==> src/rtl/seven_seg_scan_driver.sv <==
// Time-multiplexed 7-segment scan driver: hex decode, frame-synchronous shadow update,
// PWM brightness, leading-zero blanking and configurable pin polarities.
module seven_seg_scan_driver #(
   parameter int unsigned DIGITS            = 4,
   parameter int unsigned SLOT_LOG2         = 14,
   parameter int unsigned BRIGHT_W          = 4,
   parameter bit          ANODE_ACTIVE_HIGH = 1'b1,
   parameter bit          SEG_ACTIVE_LOW    = 1'b1,
   parameter bit          BLANK_LEADING     = 1'b1
) (
   input  logic                  clk,
   input  logic                  reset_n,
   input  logic [4*DIGITS-1:0]   value_in,
   input  logic [DIGITS-1:0]     dp_in,
   input  logic                  load,
   input  logic [BRIGHT_W-1:0]   brightness,
   input  logic                  enable,
   output logic [DIGITS-1:0]     anodes,
   output logic [7:0]            segments,
   output logic                  frame_tick
);

   localparam int unsigned       IDX_W      = (DIGITS > 1) ? $clog2(DIGITS) : 1;
   localparam logic [IDX_W-1:0]  LAST_DIGIT = IDX_W'(DIGITS - 1);
   localparam logic [DIGITS-1:0] ANODES_OFF = {DIGITS{~ANODE_ACTIVE_HIGH}};
   localparam logic [7:0]        SEGS_OFF   = {8{SEG_ACTIVE_LOW}};

   logic [SLOT_LOG2-1:0] prescaler_q, prescaler_d;
   logic [IDX_W-1:0]     digit_q, digit_d;
   logic                 frame_tick_q, frame_tick_d;
   logic                 load_pending_q, load_pending_d;
   logic [4*DIGITS-1:0]  shadow_value_q, shadow_value_d;
   logic [DIGITS-1:0]    shadow_dp_q, shadow_dp_d;
   logic [DIGITS-1:0]    anodes_q, anodes_d;
   logic [7:0]           segments_q, segments_d;

   logic slot_end, frame_end, capture;

   function automatic logic [6:0] hex7(input logic [3:0] n);
      logic [6:0] s;
      unique case (n)
         4'h0: s = 7'h3F;
         4'h1: s = 7'h06;
         4'h2: s = 7'h5B;
         4'h3: s = 7'h4F;
         4'h4: s = 7'h66;
         4'h5: s = 7'h6D;
         4'h6: s = 7'h7D;
         4'h7: s = 7'h07;
         4'h8: s = 7'h7F;
         4'h9: s = 7'h6F;
         4'hA: s = 7'h77;
         4'hB: s = 7'h7C;
         4'hC: s = 7'h39;
         4'hD: s = 7'h5E;
         4'hE: s = 7'h79;
         4'hF: s = 7'h71;
      endcase
      return s;
   endfunction

   always_ff @(posedge clk or negedge reset_n) begin
      if (!reset_n) begin
         prescaler_q    <= '0;
         digit_q        <= '0;
         frame_tick_q   <= 1'b0;
         load_pending_q <= 1'b0;
         shadow_value_q <= '0;
         shadow_dp_q    <= '0;
         anodes_q       <= ANODES_OFF;
         segments_q     <= SEGS_OFF;
      end else begin
         prescaler_q    <= prescaler_d;
         digit_q        <= digit_d;
         frame_tick_q   <= frame_tick_d;
         load_pending_q <= load_pending_d;
         shadow_value_q <= shadow_value_d;
         shadow_dp_q    <= shadow_dp_d;
         anodes_q       <= anodes_d;
         segments_q     <= segments_d;
      end
   end

   // Scan counters and frame-synchronous shadow capture.
   always_comb begin
      slot_end     = &prescaler_q;
      frame_end    = slot_end && (digit_q == LAST_DIGIT);
      prescaler_d  = prescaler_q + 1'b1;
      digit_d      = digit_q;
      if (slot_end) begin
         digit_d = frame_end ? '0 : digit_q + 1'b1;
      end
      frame_tick_d   = frame_end;
      capture        = frame_end && (load_pending_q || load);
      shadow_value_d = capture ? value_in : shadow_value_q;
      shadow_dp_d    = capture ? dp_in : shadow_dp_q;
      load_pending_d = capture ? 1'b0 : (load_pending_q || load);
   end

   logic [3:0]        cur_nibble;
   logic              cur_dp, cur_blank, upper_zero, lit;
   logic [7:0]        seg_raw;
   logic [DIGITS-1:0] anode_raw;

   // Output register inputs, derived from the current index and prescaler.
   always_comb begin
      cur_nibble = shadow_value_q[3:0];
      cur_dp     = shadow_dp_q[0];
      cur_blank  = 1'b0;
      upper_zero = 1'b1;
      // Walk from the most significant digit so upper_zero covers digits i..DIGITS-1.
      for (int i = DIGITS - 1; i >= 0; i--) begin
         upper_zero = upper_zero && (shadow_value_q[4*i +: 4] == 4'h0);
         if (digit_q == IDX_W'(i)) begin
            cur_nibble = shadow_value_q[4*i +: 4];
            cur_dp     = shadow_dp_q[i];
            cur_blank  = BLANK_LEADING && (i != 0) && upper_zero;
         end
      end
      seg_raw    = {cur_dp, cur_blank ? 7'h00 : hex7(cur_nibble)};
      lit        = enable && ((&brightness) ||
                              (prescaler_q[SLOT_LOG2-1 -: BRIGHT_W] < brightness));
      anode_raw  = lit ? (DIGITS'(1) << digit_q) : '0;
      anodes_d   = ANODE_ACTIVE_HIGH ? anode_raw : ~anode_raw;
      segments_d = SEG_ACTIVE_LOW ? ~seg_raw : seg_raw;
   end

   assign anodes     = anodes_q;
   assign segments   = segments_q;
   assign frame_tick = frame_tick_q;

endmodule

==> config.mk <==
export PLATFORM = sky130hd
export DESIGN_NAME = seven_seg_scan_driver
export DESIGN_NICKNAME = d
export VERILOG_FILES = /design/src/rtl/seven_seg_scan_driver.sv
export SDC_FILE = /design/constraint.sdc
export NUM_CORES = 1
export LEC_CHECK = 0
export BUFFER_PORTS_ARGS = -buffer_cell sky130_fd_sc_hd__clkbuf_2
export CORE_MARGIN = 3
export CORE_UTILIZATION = 49
export CTS_CLUSTER_DIAMETER = 100
export DETAILED_ROUTE_END_ITERATION = 12
export GPL_TIMING_DRIVEN = 0
export PLACE_DENSITY = 0.74
export SETUP_SLACK_MARGIN = 0.2
export SLEW_MARGIN = 20
export SYNTH_ARGS = -nofsm -noshare
export SYNTH_HDL_FRONTEND = slang
export SYNTH_SLANG_ARGS = --single-unit
==> constraint.sdc <==
create_clock -name clk -period 2.5 [get_ports clk]
set_input_delay 0.375 -clock clk [delete_from_list [all_inputs] [get_ports clk]]
set_output_delay 0.375 -clock clk [all_outputs]
set_load 0.05 [all_outputs]
# Word level (Yosys, flattened, before mapping)
# Memory sizes are Yosys's and may differ from the RTL's.
# Cells that the tools add are included.
# classes
addsub	2
mul	0
n_div	0
order_cmp	1
eq_ne	3
shifts	1
mux	16
bitwise_logic	1
reduce_logical	13
# ops
op	count
4-bit two-way mux	5
14-bit by 1-bit adder with 14-bit output (second input constant)	1
14-bit AND reduction	1
4-bit zero test	3
1-bit two-way mux	9
8-bit NOT	1
7-bit two-way mux	1
1-bit logical AND	5
2-bit == test (second input constant)	2
4-bit less-than comparator	1
4-bit AND reduction	1
1-bit by 2-bit << shifter with 4-bit output (first input constant)	1
2-bit by 1-bit adder with 2-bit output (second input constant)	1
2-bit by 1-bit == test with 1-bit output (second input constant)	1
2-bit zero test	1
1-bit logical OR	2
2-bit two-way mux	1
# word_totals
register_bits	50
latch_bits	0
ramBits	0
romBits	112
in_bits	28
output_inout_bits	13
memories	1
# memory_table
memory	depth	word_bits	read_ports	rd_clocked_by_memory_dff	write_ports	line_no	rtl
(name not given)	16	7	1	0	0	41	unique case (n)

# Depth between registers and ports, before layout
# Gate-level depths: netlist (run 1).
# An unclocked memory read counts as a cell.
# depth
depth_word	8
depth_mapped	12
ltp_nobuf	11

# Least setup slack after synthesis (run 1)
# No wires, ideal clock.
# synth_path
kind	reg-to-reg
startpoint	reg digit_q[1]
endpoint	reg segments_q[3], in the netlist segments[3]
arrival_time_ps	2271
path_slack_ps	148
path_stages_with_launch	10
path_buffers	2
period_less_slack_ps	2352
path_cell_list	dfrtp_1 inv_1 ha_1 clkbuf_1 clkbuf_1 a221oi_1 o31a_1 ha_1 or2_2 a32oi_1
# synth_via
elab_chain_len	8
word_cells_on_any_way	15
classes_between	3 x eq/ne; 9 x mux; 1 x bitwise; 1 x reduce/logical; 1 x memory
# synth_lines
item	line_no	rtl
start: declaration	29	logic [IDX_W-1:0] digit_q, digit_d;
start signal: assignment	74	digit_q <= digit_d;
2-bit == test	114	if (digit_q == IDX_W'(i)) begin
4-bit two-way mux (4 in series)	114	
memory read 16 x 7 bit	--	
7-bit two-way mux *	120	seg_raw = {cur_dp, cur_blank ? 7'h00 : hex7(cur_nibble)};
8-bit NOT *	125	segments_d = SEG_ACTIVE_LOW ? ~seg_raw : seg_raw;
net segments_d[3]	35	logic [7:0] segments_q, segments_d;
end signal: assignment	80	segments_q <= segments_d;
end: declaration	35	
# The timed path passes the listed nets; every way through them passes the cells marked *.
# A chain may end at the register's enable or synchronous reset.

# Final worst setup path (run 1)
# layout_path
startpoint	reg digit_q[0]
endpoint	reg segments_q[0], in the netlist segments[0]
# The elaborated chain is that of the path after synthesis.

==> run metrics, run 1 <==
clock tree from TritonCTS yes; wire length of the first global-routing pass 8050 um; pin count of the biggest net entering global routing 51; sequential fraction of the synthesis area 49.9%; Final Routed Wirelength 4750 um; Hold Slack 121 ps; share of layout cells above drive strength 1 42.3%; Antenna Nets Post-Route 0; amount of wire on met3 after detailed routing 241 um; Fillers 381; leakage power summed over all cells 1.45 nW; total routed wire length on the met1 layer 2300 um; number of nets in the synthesized netlist 263; buffer type at the clock tree root clkbuf_8; core area 0.00485 mm2; final antenna diode count 0; number of instances in the synthesized netlist 221; overall via count from detail_route 1798; Wirelength per Cell 13.9 um; ordered list of cells on the worst path inv_2 > ha_4 > buf_8 > nand3b_1 > a21oi_2 > a21oi_2 > o21a_2 > buf_4 > ha_1 > a31oi_1 > mux2i_1 > o31a_1; PnR worst setup slack 181 ps; warnings from Yosys 0; actual transition at the worst max-transition pin 641 ps; number of distinct standard cells referenced by the synthesized netlist 45; critical path type flip-flop to flip-flop; Fin Clk Skew 6.32 ps; via/cell ratio 5.27; sum of net half-perimeters after detailed placement 3300 um; Crit path top cell by count a21oi_2; overflow left after global routing 0; area growth from synthesis to layout 23.8%; routability congestion estimate 0.789; die boundary width 77.8 um; Critical Path AT 2550 ps; count of hold-fix buffers inserted at cts 0; drt pass-1 iters 4; DRC errors left 0; number of max-cap violations 0; kind of end point of the critical path flip-flop; achievable clock frequency 431 MHz; die outline height 77.8 um; Netlist Area Pre-Place 0.00253 mm2; number of buffers and inverters on the critical path 3; kind of launch point of the worst setup path flip-flop; total I/O pin count 41; share of the clock period used by the worst path 92.8%; clock buffers created by TritonCTS 5; sinks on the clock net 50; setup repair after global routing missed its margin yes; largest fanout of any net on the critical path 8; initial antenna violation count 0; Slowest cell on crit path dfrtp_2; # port buffers 40; via count of the first global-routing pass 1701; dominant delay contributor by cell family on the critical path compound AO/OA/AOI/OAI gates; class of the tightest hold or removal check input port to asynchronous set/reset pin; average instance area after synthesis 11.4 um2; Reg clk slew, reported paths 80 ps; worst-case clock buffer depth 2; nets 315; Min Clock Period, post-route 2320 ps; iteration-0 DRC count of the detailed router 83; clock latency on the worst-skew pair 300 ps; CP max stage delay 460 ps; Max-Slew Margin vs Limit 57.3%; Worst EP required 2730 ps; full die area 0.00606 mm2; flops & latches, synth 50; final-report max-slew violation count 0; initial standard-cell utilization of the core 52.2%; top layer in use met4; Final Power 1.52 mW; worst vdd rail ir drop 362 uV; overall routing resource usage 16.6%; most frequent cells in the layout clkbuf_2 (40), dfrtp_1 (40), mux2_2 (22); Pwr Density 484 mW/mm2; Rows 25; routed length on met2 2140 um; total count of hold-check failures in the final report 0; total of endpoints with negative setup slack in the final report 0; deepest level of the CTS H-tree 2; run status finished clean; worst setup timing slack at the placement stage -51.5 ps
==> cell families (layout without fill, tap and decap cells) <==
logic type / count (synthesis) / after routing / synth area share, %
xor gates and xnor gates: 12 / 12 / 4.16
AOI/OAI and AO/OA: 36 / 36 / 9.70
muxes: 28 / 28 / 12.2
and+or+nand+nor: 58 / 58 / 12.7
DFF: 50 / 50 / 49.9
buffers and inverters: 23 / 76 / 4.45
adders and majority gates: 14 / 14 / 6.93
==> flip-flops by register name, summed over array words and instances (netlist names) <==
name	flops
shadow_value_q	16
prescaler_q	14
segments	8
anodes	4
shadow_dp_q	4
digit_q	2
frame_tick	1
load_pending_q	1
==> where the power goes <==
group / leakage, nW / internal (mW) / switching (mW)
logic: 0.784 / 0.0712 / 0.112
registers: 0.624 / 0.844 / 0.0157
clock network: 0.0455 / 0.226 / 0.246
==> worst register-to-register path, cell delays in order (launching register included) <==
cell      delay, ps
dfrtp_2         460
inv_2            80
ha_4            170
buf_8           140
nand3b_1        170
a21oi_2         160
a21oi_2          40
o21a_2          270
buf_4           170
ha_1            220
a31oi_1         170
mux2i_1         100
o31a_1          110
==> stage by stage <==
step	cells	TNS, ps	area, um2	util [%]
finish	341	0	3130	64.5
global route	341	0	3130	64.5
CTS	338	0	3010	62.1
detailed placement	328	-94.1	2820	58.1
global placement	328	-82.4	2820	58.1
floorplan	221	0	2530	-
==> final timing paths <==
| check | from | to | slack, ps | cells after the start |
|---|---|---|---|---|
| min | reset_n | anodes[3]$_DFF_PN0_ | 120 | 1 |
| max reg2reg | digit_q[0]$_DFFE_PN0N_ | segments[0]$_DFF_PN1_ | 180 | 12 |
| max in group asynchronous | reset_n | digit_q[0]$_DFFE_PN0N_ | 1920 | 1 |
| max | digit_q[0]$_DFFE_PN0N_ | segments[0]$_DFF_PN1_ | 180 | 12 |
| min in group clk | value_in[9] | shadow_value_q[9]$_DFFE_PN0P_ | 300 | 2 |
| min reg2reg | shadow_dp_q[0]$_DFFE_PN0P_ | segments[7]$_DFF_PN1_ | 440 | 1 |
==> cell usage after synthesis, drive strengths merged <==
cell type | number | area share (%)
and4 | 1 | 0.35
nor2b | 3 | 0.74
a32oi | 1 | 0.35
or2 | 1 | 0.25
nor4 | 3 | 1.3
o31a | 2 | 0.69
and3 | 3 | 0.74
nor3 | 4 | 0.99
o21ai | 5 | 0.99
a211o | 2 | 0.69
xnor2 | 10 | 3.5
o221ai | 2 | 0.69
mux2 | 22 | 9.8
a21oi | 7 | 1.4
a31o | 1 | 0.35
a31oi | 1 | 0.25
ha | 14 | 6.9
a211oi | 2 | 0.59
nand2b | 1 | 0.25
o31ai | 1 | 0.30
dfstp | 8 | 8.3
inv | 13 | 1.9
nand3b | 1 | 0.30
clkbuf | 4 | 0.59
nand3 | 8 | 2.1
a221oi | 1 | 0.35
mux2i | 6 | 2.4
and4b | 1 | 0.40
buf | 6 | 1.9
xor2 | 2 | 0.69
dfrtp | 42 | 42
nor3b | 1 | 0.30
o22ai | 4 | 0.99
o21bai | 1 | 0.30
o21a | 1 | 0.30
and2 | 1 | 0.25
nor2 | 10 | 1.5
o211ai | 1 | 0.30
nand2 | 17 | 2.5
nand4 | 3 | 0.74
a21o | 4 | 1.2
==> area by class of cell <==
type | count | area (um2) | area share [%]
Timing Repair Buffer | 45 | 240 | 7.68
Sequential cell | 50 | 1260 | 40.4
Buffer | 10 | 115 | 3.68
Inverter | 13 | 51.3 | 1.64
Multi-Input combinational cell | 148 | 1280 | 41.1
Tap cell | 67 | 83.8 | 2.68
Clock buffer | 8 | 90.1 | 2.88
==> layer usage <==
layer | GRT usage (%) | up-vias
met3 | 3.25 | 8
met4 | 5.87 | 0
met2 | 24.6 | 45
li1 | - | 881
met5 | 0 | -
met1 | 24.0 | 864
==> what timing repair did <==
item | 4_1_cts | 5_1_grt
pin swaps | 5 | 9
gates resized for setup | 23 | 22
setup endpoints to repair | 7 | 7
buffers inserted | 2 | 3
Power figures use the tool's default switching activity.
==> inputs of run 2 (changes only) <==
- PLACE_DENSITY: 0.74 -> 0.72
- REMOVE_ABC_BUFFERS: not set -> 1
- clock period: 2.5 -> 2.6 ns (I/O delays scaled with it)
==> run 2 against run 1 <==
  * Worst setup slack better by 89 ps
  * Clock power is 13% higher
  * Wire length is 4.1% lower
  * Die area stayed put
  * Highest routed layer unchanged
==> run metrics, run 2 (synthesized netlist as in run 1, its figures left out) <==
actual transition at the worst max-transition pin 632 ps; core area 0.00485 mm2; via/cell ratio 5.31; Max-Slew Margin vs Limit 57.8%; Wirelength per Cell 13.6 um; Hold Slack 135 ps; Final Routed Wirelength 4550 um; NetSw 364 uW; Core Util, Final 61.6%; via count of the first global-routing pass 1649; buffer type at the clock tree root clkbuf_8; Slowest cell on crit path dfrtp_2; share of total power in sequential cells 54.3%; Fin Clk Skew 3.31 ps; kind of end point of the critical path flip-flop; most frequent cells in the layout dfrtp_1 (41), clkbuf_2 (40), mux2_2 (22); routability congestion estimate 0.777; run status finished clean; Antenna Nets Post-Route 0; FF-to-FF Start digit_q[0]$_DFFE_PN0N_; final-report max-slew violation count 0; Rows 25; total I/O pin count 41; # port buffers 40; Biggest register shadow_value_q; wire length of the first global-routing pass 7450 um; Worst EP required 2820 ps; commonest non-fill, non-tap cell in the layout dfrtp_1; switching portion of total power 23.9%; critical path type flip-flop to flip-flop; iteration-0 DRC count of the detailed router 90; area growth from synthesis to layout 18.2%; worst setup path startpoint digit_q[0]$_DFFE_PN0N_; flip-flop count of the largest register after layout 16; Fillers 385; Post-Layout Inst Area 0.00299 mm2; number of buffers and inverters on the critical path 1; die boundary width 77.8 um; drt pass-1 iters 4; largest fanout of any net on the critical path 7; Critical Path AT 2550 ps; combinational power share 10.6%; dominant delay contributor by cell family on the critical path compound AO/OA/AOI/OAI gates; share of layout cells above drive strength 1 38.6%; worst vdd rail ir drop 367 uV; sum of net half-perimeters after detailed placement 3260 um; Internal 1.16 mW; minimum setup slack among reg-to-reg paths 270 ps; sinks on the clock net 50; clock buffers created by TritonCTS 5; kind of launch point of the worst setup path flip-flop; count of non-filler cells in the finished layout 334; reg2reg end segments[3]$_DFF_PN1_; Reg clk slew, reported paths 90 ps; achievable clock frequency 429 MHz; overflow left after global routing 0; placed cell count 319; overall routing resource usage 15.6%; initial standard-cell utilization of the core 52.2%; count of hold-fix buffers inserted at cts 0; final antenna diode count 0; Pwr Density 510 mW/mm2; worst-case clock buffer depth 2; Placed Instance Area 0.00276 mm2; number of max-cap violations 0; initial antenna violation count 0; class of the tightest hold or removal check input port to asynchronous set/reset pin; clock latency on the worst-skew pair 300 ps; total of endpoints with negative setup slack in the final report 0; ordered list of cells on the worst path inv_1 > ha_4 > nor2b_2 > a221oi_2 > o31a_1 > ha_1 > or2_2 > a32oi_1; setup TNS after final layout 0 ps; pin count of the biggest net entering global routing 51; Min Clock Period, post-route 2330 ps; setup repair after global routing missed its margin yes; CP max stage delay 470 ps; leakage power summed over all cells 1.41 nW; nets 308; number of cells on the worst reg-to-reg path 8; overall via count from detail_route 1774; DRC errors left 0; total count of hold-check failures in the final report 0; portion of total power attributed to the clock network 35.1%; die outline height 77.8 um; deepest level of the CTS H-tree 2; full die area 0.00606 mm2; share of the clock period used by the worst path 89.6%; clock tree from TritonCTS yes
-- run 2: repair_timing --
item	in CTS	in global routing
pin swaps	2	2
endpoints found under the setup margin	20	20
setup buffers	1	6
resized for setup	5	13
-- run 2: worst max-delay path by stage --
stage	to	cells after the start	slack (ps)
6_report	segments[3]$_DFF_PN1_	8	270
4_1_cts	segments[3]$_DFF_PN1_	7	200
3_5_place_dp	segments[3]$_DFF_PN1_	8	-20
2_1_floorplan	shadow_dp_q[0]$_DFFE_PN0P_	5	310
3_3_place_gp	shadow_value_q[10]$_DFFE_PN0P_	5	-100
5_1_grt	segments[3]$_DFF_PN1_	8	160
-- run 2: worst register-to-register path, cell delays in order, from the launching register on --
cell and delay (ps):
dfrtp_2 470, inv_1 140, ha_4 210, nor2b_2 80, a221oi_2 250, o31a_1 290
ha_1 280, or2_2 300, a32oi_1 230
-- run 2: area by class of cell --
cell class                      instances  area [um2]  share of cell area, %
Clock inverter                          2        37.5                   1.26
Timing Repair Buffer                   48         260                   8.71
Tap cell                               67        83.8                   2.81
Inverter                               13        48.8                   1.63
Sequential cell                        50        1260                   42.3
Multi-Input combinational cell        148        1220                   40.9
Clock buffer                            6        72.6                   2.43
-- run 2: power by group through the flow --
stage	logic [mW]	registers (mW)	clock network, mW
2_1_floorplan	0.0583	0.882	0
3_3_place_gp	0.157	0.841	0
3_5_place_dp	0.159	0.841	0
4_1_cts	0.161	0.827	0.549
5_1_grt	0.177	0.830	0.580
6_report	0.162	0.827	0.535
-- run 2: per-layer routing --
metal	GRT usage, %	wire length, um	vias to the layer above
li1	-	-	873
met1	21.1	2160	843
met4	4.80	52	0
met2	24.7	2070	50
met5	0	0	-
met3	3.71	272	8
-- run 2: per-stage QoR --
step / setup slack [ps] / power, mW
floorplan: 307 / 0.941
global placement: -96.5 / 0.997
finish: 271 / 1.52
global route: 155 / 1.59
detailed placement: -18.0 / 1.00
CTS: 203 / 1.54
